File: src/rtl/nbit_acc_shift_reg.sv
// N-bit accumulator register with serial shift/rotate/count unit.
// Operations take one step per clock; busy/done handshake to the control unit.
module nbit_acc_shift_reg #(
  parameter int N  = 8,
  parameter int AW = 3
) (
  input  logic          clk,
  input  logic          rst,
  input  logic          ld_str,
  input  logic          set,
  input  logic          clr,
  input  logic          start,
  input  logic [2:0]    op,
  input  logic [AW-1:0] amt,
  input  logic [N-1:0]  in,
  output logic [N-1:0]  out,
  output logic          cout,
  output logic          zero,
  output logic          busy,
  output logic          done
);

  typedef enum logic [2:0] {
    OP_SHL = 3'b000,
    OP_SHR = 3'b001,
    OP_SAR = 3'b010,
    OP_ROL = 3'b011,
    OP_ROR = 3'b100,
    OP_INC = 3'b101,
    OP_DEC = 3'b110,
    OP_RLC = 3'b111
  } op_e;

  typedef enum logic {IDLE, RUN} state_e;

  state_e        state_q, state_d;
  op_e           op_q, op_d;
  logic [AW-1:0] cnt_q, cnt_d;
  logic [N-1:0]  out_q, out_d;
  logic          cout_q, cout_d;
  logic          done_q, done_d;

  op_e           op_in;
  logic [AW-1:0] start_cnt;
  logic [N-1:0]  step_val;
  logic          step_cout;

  assign op_in     = op_e'(op);
  assign start_cnt = (op_in == OP_INC || op_in == OP_DEC) ? AW'(1) : amt;

  // One step of the latched operation applied to the current register.
  // NOTE: every signal written in always_comb gets a default first so no latch is inferred.
  always_comb begin
    step_val  = out_q;
    step_cout = cout_q;
    unique case (op_q)
      OP_SHL: begin step_val = {out_q[N-2:0], 1'b0};        step_cout = out_q[N-1]; end
      OP_SHR: begin step_val = {1'b0, out_q[N-1:1]};        step_cout = out_q[0];   end
      OP_SAR: begin step_val = {out_q[N-1], out_q[N-1:1]};  step_cout = out_q[0];   end
      OP_ROL: begin step_val = {out_q[N-2:0], out_q[N-1]};  step_cout = out_q[N-1]; end
      OP_ROR: begin step_val = {out_q[0], out_q[N-1:1]};    step_cout = out_q[0];   end
      OP_INC: {step_cout, step_val} = {1'b0, out_q} + (N+1)'(1);
      OP_DEC: begin step_val = out_q - N'(1);               step_cout = (out_q == '0); end
      OP_RLC: begin step_val = {out_q[N-2:0], cout_q};      step_cout = out_q[N-1]; end
      default: ;
    endcase
  end

  always_comb begin
    state_d = state_q;
    op_d    = op_q;
    cnt_d   = cnt_q;
    out_d   = out_q;
    cout_d  = cout_q;
    done_d  = 1'b0;
    unique case (state_q)
      IDLE: begin
        if (clr) begin
          out_d  = '0;
          cout_d = 1'b0;
        end else if (set) begin
          out_d = '1;
        end else if (start) begin
          op_d = op_in;
          if (start_cnt == '0) begin
            done_d = 1'b1;
          end else begin
            state_d = RUN;
            cnt_d   = start_cnt;
          end
        end else if (ld_str) begin
          out_d = in;
        end
      end
      RUN: begin
        if (clr) begin
          out_d   = '0;
          cout_d  = 1'b0;
          cnt_d   = '0;
          state_d = IDLE;
        end else begin
          out_d  = step_val;
          cout_d = step_cout;
          cnt_d  = cnt_q - AW'(1);
          if (cnt_q == AW'(1)) begin
            state_d = IDLE;
            done_d  = 1'b1;
          end
        end
      end
      default: state_d = IDLE;
    endcase
  end

  // NOTE: sequential state uses non-blocking assignments so all registers update together.
  always_ff @(posedge clk or posedge rst) begin
    if (rst) begin
      state_q <= IDLE;
      op_q    <= OP_SHL;
      cnt_q   <= '0;
      out_q   <= '0;
      cout_q  <= 1'b0;
      done_q  <= 1'b0;
    end else begin
      state_q <= state_d;
      op_q    <= op_d;
      cnt_q   <= cnt_d;
      out_q   <= out_d;
      cout_q  <= cout_d;
      done_q  <= done_d;
    end
  end

  assign out  = out_q;
  assign cout = cout_q;
  assign zero = (out_q == '0);
  assign busy = (state_q == RUN);
  assign done = done_q;

endmodule
File: config.mk
export PLATFORM = sky130hd
export DESIGN_NAME = nbit_acc_shift_reg
export DESIGN_NICKNAME = d
export VERILOG_FILES = /design/src/rtl/nbit_acc_shift_reg.sv
export SDC_FILE = /design/constraint.sdc
export NUM_CORES = 1
export LEC_CHECK = 0
export CAP_MARGIN = 20
export CORE_AREA = 2 2 66 68
export CTS_BUF_LIST = sky130_fd_sc_hd__clkbuf_8
export CTS_CLUSTER_SIZE = 25
export DETAILED_ROUTE_END_ITERATION = 8
export DIE_AREA = 0 0 68 70
export GPL_TIMING_DRIVEN = 0
export MAX_ROUTING_LAYER = met4
export PLACE_DENSITY_LB_ADDON = 0.3
export SLEW_MARGIN = 20
export SYNTH_ARGS = -nofsm -noshare
export SYNTH_HDL_FRONTEND = slang
export SYNTH_SLANG_ARGS = --single-unit
File: constraint.sdc
create_clock -name clk -period 2.35 [get_ports clk]
set_input_delay 0.3525 -clock clk [delete_from_list [all_inputs] [get_ports clk]]
set_output_delay 0.3525 -clock clk [all_outputs]
set_load 0.005 [all_outputs]
==> results.json, run 1 <==
{
  "ff_latch_area_um2": 425,
  "nets": 256,
  "clock-sinks": 17,
  "dr.pass1.iters": 7,
  "power.internal_w": 0.000779,
  "drt-met1-wl_um": 2010,
  "syn-cell-area_um2": 1550,
  "start_util": 0.374,
  "cts-root-buf": "clkbuf_8",
  "cp.depth": 4,
  "power.density_nw_per_um2": 684,
  "drc": 0,
  "wl_per_cell_um": 16.4,
  "p_sw_w": 0.000562,
  "fill_cells": 412,
  "antenna_found_initial": 0,
  "cts_tree": "done",
  "multiInputGateArea_um2": 1010,
  "drv_slew": 0,
  "stdcell_area_um2": 1960,
  "post_cts_buffers": 0,
  "ant_nets": 0,
  "synth-async-reset-ratio": 1.00,
  "grt_pass1_vias": 1525,
  "cts-buffers-inserted": 3,
  "cp_top_family": "buffers and inverters",
  "routed_wl_um": 4630,
  "critPathKind": "flop to primary output",
  "layout-area-overhead-vs-synth_pct": 26.5,
  "fin_ws_ns": 0.0388,
  "fp.dieArea_um2": 4760,
  "critPathBufInv": 2,
  "cts_htree_levels": 1,
  "yosys.area.top_type": "dfrtp_1",
  "worstSkewPairLatency_ns": 0.26,
  "p_leak_nw": 0.767,
  "outcome": "complete, no violations",
  "dieHeight_um": 70,
  "clk_pin_slew_ns": 0.07,
  "io_pins": 32,
  "cp-end-kind": "primary output",
  "track_usage": 0.203,
  "skew_ns": 0.000985,
  "slowest_delay_ns": 0.52,
  "layout-drive-gt1-share": 0.0957,
  "synth_top_cells_by_area": "dfrtp_1 (27%), o21ai_0 (5.8%), ha_1 (4.0%)",
  "placed_cell_area_um2": 1920,
  "yosysMostFrequentCell": "o21ai_0",
  "diodes": 0,
  "place_ws_ns": 0.161,
  "gp_congestion": 0.956,
  "fp.dieW_um": 68,
  "max-vdd-ir-drop_mv": 0.319,
  "top_layer_used": "met4",
  "synth_flop_cell": "dfrtp_1",
  "fin_crit_sh": 0.983,
  "fmax_mhz": 433,
  "yosys-top-cells-count": "o21ai_0 (18), dfrtp_1 (17), nand2_1 (16)",
  "viasPerCell": 6.10,
  "start_kind": "flop",
  "required_ns": 2.00,
  "synthDistinctLibCells": 54,
  "setup_viol": 0,
  "cts_buffer_depth": 2,
  "post_cts_resize_count": 0,
  "synth_fp_nets": 221,
  "reg2regPathDepth": 8,
  "avgSynthCellArea_um2": 7.91,
  "cts_hold_buffers": 0,
  "grt_max_degree": 18,
  "hold_path_class": "input port to flop",
  "pwr-share-comb": 0.529,
  "grt_setup_unrepaired": "no",
  "port_buffers": 30,
  "finalHoldViolations": 0,
  "p_clk_frac": 0.171,
  "fin_cells": 282,
  "cp_cell_sequence": "clkbuf_1 -> nor3_1 -> and4b_1 -> clkdlybuf4s50_1",
  "wl_met3_um": 350,
  "tightest_slew_ns": 0.704,
  "dp_hpwl_um": 3350,
  "grt_pass1_wl_um": 7230,
  "core_region_area_um2": 4140,
  "drv_cap": 0,
  "p_sw_frac": 0.419,
  "worstHoldPathCells": 2,
  "grt_overflow": 0,
  "tns_ns": 0,
  "slowest_stage": "clkdlybuf4s50_1",
  "synth_top_area_frac": 0.274,
  "ys_seq_area_frac": 0.274,
  "syn_inst": 196,
  "rows": 24,
  "drt_iter0_markers": 274,
  "placed_cells": 278,
  "yosysWarnings": 0,
  "timing.slew.headroom": 0.530,
  "vias": 1719,
  "synth_edf_count": 0,
  "crit_fanout": 9,
  "min_period_ns": 2.31,
  "synth_seq_cells": 17,
  "pwr-share-seq": 0.300,
  "wl_met2_um": 2190,
  "cp_data_arrival_time_ns": 1.96
}
final cells by class:
cell class	count	share of cell area
Clock inverter	1	0.00191
Tap cell	52	0.0332
Inverter	8	0.0153
Sequential cell	17	0.217
Timing Repair Buffer	30	0.153
Buffer	15	0.0428
Clock buffer	3	0.0211
Multi-Input combinational cell	156	0.516
state kept, by name, indices dropped and copies added (netlist names):
register	flops
busy	1
out	8
done	1
cnt_q	3
op_q	3
cout	1
layer usage:
| metal | track usage | vias up |
|---|---|---|
| met1 | 0.283 | 795 |
| met4 | 0.0667 | 0 |
| met5 | - | - |
| met2 | 0.301 | 107 |
| met3 | 0.0274 | 13 |
| li1 | - | 804 |
power by group through the flow:
stage	clock [W]	combinational, W	sequential (W)
after floorplan	0	0.000469	0.000401
after global placement	0	0.000697	0.000407
after detailed placement	0	0.000690	0.000409
after CTS	0.000232	0.000694	0.000403
after global routing	0.000242	0.000769	0.000411
final	0.000229	0.000709	0.000403
worst register-to-register path: stages, from the launching register on:
cell	delay, ns
dfrtp_1	0.39
clkbuf_2	0.19
inv_1	0.17
ha_1	0.22
or3b_1	0.44
nor3_1	0.22
a221o_1	0.19
a21oi_1	0.07
a211oi_1	0.22
cell usage in the layout, fill, tap and decap left out, types with 5 or more instances in the layout:
cell type / netlist / final
clkdlybuf4s50_1: 0 / 30
dfrtp_1: 17 / 17
o22ai_1: 5 / 5
nor3_1: 9 / 9
a21oi_1: 11 / 11
inv_1: 8 / 9
nand2b_1: 6 / 6
nand3_1: 6 / 6
nand2_1: 16 / 16
nor2_1: 13 / 13
buf_2: 6 / 6
ha_1: 5 / 5
o21ai_0: 18 / 18
kinds of logic (layout without fill, tap and decap cells):
| family | count (synthesis) | after routing | synth area share |
|---|---|---|---|
| AO/OA/AOI/OAI | 73 | 73 | 0.334 |
| AND/OR/NAND/NOR | 73 | 73 | 0.247 |
| buffers and inverters | 23 | 57 | 0.0734 |
| flip-flops | 17 | 17 | 0.274 |
| adder cells (fa/ha/maj) | 5 | 5 | 0.0404 |
| XOR/XNOR | 3 | 3 | 0.0170 |
| multiplexers | 2 | 2 | 0.0137 |
worst paths after layout:
| check | to | slack [ns] | start |
|---|---|---|---|
| max | zero | 0.04 | out[4] |
| min | out[5] | 0.41 | clr |
| max reg2reg | out[6] | 0.15 | out[1] |
| min reg2reg | cnt_q[1] | 0.54 | cnt_q[1] |
| max in group asynchronous | out[1] | 1.41 | rst |
| min in group asynchronous | op_q[1] | 0.50 | rst |
metrics by stage:
step,hold slack (ns),utilization,power [W]
final,0.415,0.473,0.00134
after global routing,0.419,0.473,0.00142
after CTS,0.405,0.473,0.00133
after detailed placement,0.515,0.462,0.00110
after global placement,0.516,0.462,0.00110
after floorplan,0.279,-,0.000870
Note: power is estimated with default switching activity, not from simulation.
==> run 2, diff against run 1 <==
RECOVER_POWER = 25   (was default)
==> run 2 against run 1 <==
Net effect: via count shrank 0.41%; utilization is the same; non-clock buffer count is the same; flip-flop and latch count is the same; largest power group unchanged.
==> results.json, run 2 (same netlist as run 1, synthesis figures left out) <==
{
  "wl_per_cell_um": 16.4,
  "drv_slew": 0,
  "fp.dieW_um": 68,
  "layout-area-overhead-vs-synth_pct": 26.5,
  "hold_end": "out[5]",
  "rows": 24,
  "largest_register_ffs": 8,
  "slowest_stage": "clkdlybuf4s50_1",
  "nets": 256,
  "drt_iter0_markers": 274,
  "final_common_cell": "clkdlybuf4s50_1",
  "port_buffers": 30,
  "slowest_delay_ns": 0.52,
  "p_leak_nw": 0.767,
  "cts_hold_buffers": 0,
  "diodes": 0,
  "reg2regPathDepth": 8,
  "cp_top_family": "buffers and inverters",
  "rr_startpoint": "out[1]",
  "post_cts_resize_count": 0,
  "dieHeight_um": 70,
  "post_cts_buffers": 0,
  "start_util": 0.374,
  "grt_setup_unrepaired": "no",
  "clk_pin_slew_ns": 0.07,
  "min_period_ns": 2.31,
  "grt_pass1_wl_um": 7230,
  "hold_path_class": "input port to flop",
  "track_usage": 0.203,
  "final_cell_mix": "clkdlybuf4s50_1 (29), o21ai_0 (18), dfrtp_1 (17), nand2_1 (16), nor2_1 (13)",
  "routed_wl_um": 4630,
  "cts-root-buf": "clkbuf_8",
  "grt_max_degree": 18,
  "outcome": "complete, no violations",
  "power.density_nw_per_um2": 684,
  "layout-drive-gt1-share": 0.0957,
  "dr.pass1.iters": 7,
  "whs_ns": 0.414,
  "dp_hpwl_um": 3350,
  "r2r-end": "out[6]",
  "skew_ns": 0.000985,
  "worstSkewPairLatency_ns": 0.26,
  "tns_ns": 0,
  "fp.dieArea_um2": 4760,
  "critPathKind": "flop to primary output",
  "grt_pass1_vias": 1525,
  "fmax_mhz": 433,
  "hold_start": "clr",
  "finalHoldViolations": 0,
  "fill_cells": 412,
  "setup_viol": 0,
  "drc": 0,
  "drv_cap": 0,
  "fin_crit_sh": 0.983,
  "worstHoldPathCells": 2,
  "clock-sinks": 17,
  "viasPerCell": 6.07,
  "antenna_found_initial": 0,
  "tightest_slew_ns": 0.704,
  "cp_data_arrival_time_ns": 1.96,
  "io_pins": 32,
  "ant_nets": 0,
  "rrSetupSlack_ns": 0.16,
  "finalPower_w": 0.00134,
  "vias": 1712,
  "cts-buffers-inserted": 3,
  "cts_buffer_depth": 2,
  "gp_congestion": 0.956,
  "cp-end-kind": "primary output",
  "core_region_area_um2": 4140,
  "start_kind": "flop",
  "max-vdd-ir-drop_mv": 0.319,
  "critPathBufInv": 2,
  "crit_fanout": 9,
  "cts_htree_levels": 1,
  "timing.slew.headroom": 0.530,
  "grt_overflow": 0,
  "cts_tree": "done",
  "cp_cell_sequence": "clkbuf_1 -> nor3_1 -> and4b_1 -> clkdlybuf4s50_1",
  "required_ns": 2.00
}
[run 2: layout make-up]
class / count / area [um^2] / share of cell area
Timing Repair Buffer: 30 / 300 / 0.153
Sequential cell: 17 / 425 / 0.217
Buffer: 15 / 83.8 / 0.0428
Inverter: 8 / 30.0 / 0.0153
Clock inverter: 1 / 3.75 / 0.00191
Tap cell: 52 / 65.1 / 0.0332
Clock buffer: 3 / 41.3 / 0.0211
Multi-Input combinational cell: 156 / 1010 / 0.516
[run 2: where the power goes]
group	switching (W)	internal (W)	leakage [nW]
Clock	0.000112	0.000116	0.0269
Sequential	0.0000520	0.000351	0.216
Combinational	0.000397	0.000311	0.525
Total	0.000561	0.000779	0.767
[run 2: worst max path at each step]
stage / cells after the start / end / start / slack (ns)
finish: 4 / zero / out[4] / 0.04
global route: 8 / out[6] / out[1] / 0.003
CTS: 5 / zero / out[1] / 0.09
detailed placement: 7 / out[6] / set / 0.16
global placement: 5 / cnt_q[0] / op[1] / 0.18
floorplan: 8 / out[6] / out[1] / 0.45
[run 2: metal layers]
| layer | vias up | track usage | wire length (um) |
|---|---|---|---|
| met2 | 106 | 0.301 | 2180 |
| met3 | 14 | 0.0274 | 344 |
| met4 | 0 | 0.0667 | 86 |
| li1 | 804 | - | - |
| met5 | - | - | 0 |
| met1 | 788 | 0.283 | 2020 |
[run 2: through the flow]
stage / utilization / instances / setup WS (ns) / instance area (um^2)
after detailed placement: 0.462 / 278 / 0.161 / 1920
after floorplan: - / 196 / 0.445 / 1550
after global routing: 0.473 / 282 / 0.00300 / 1960
after CTS: 0.473 / 282 / 0.0936 / 1960
after global placement: 0.462 / 278 / 0.176 / 1920
final: 0.473 / 282 / 0.0390 / 1960
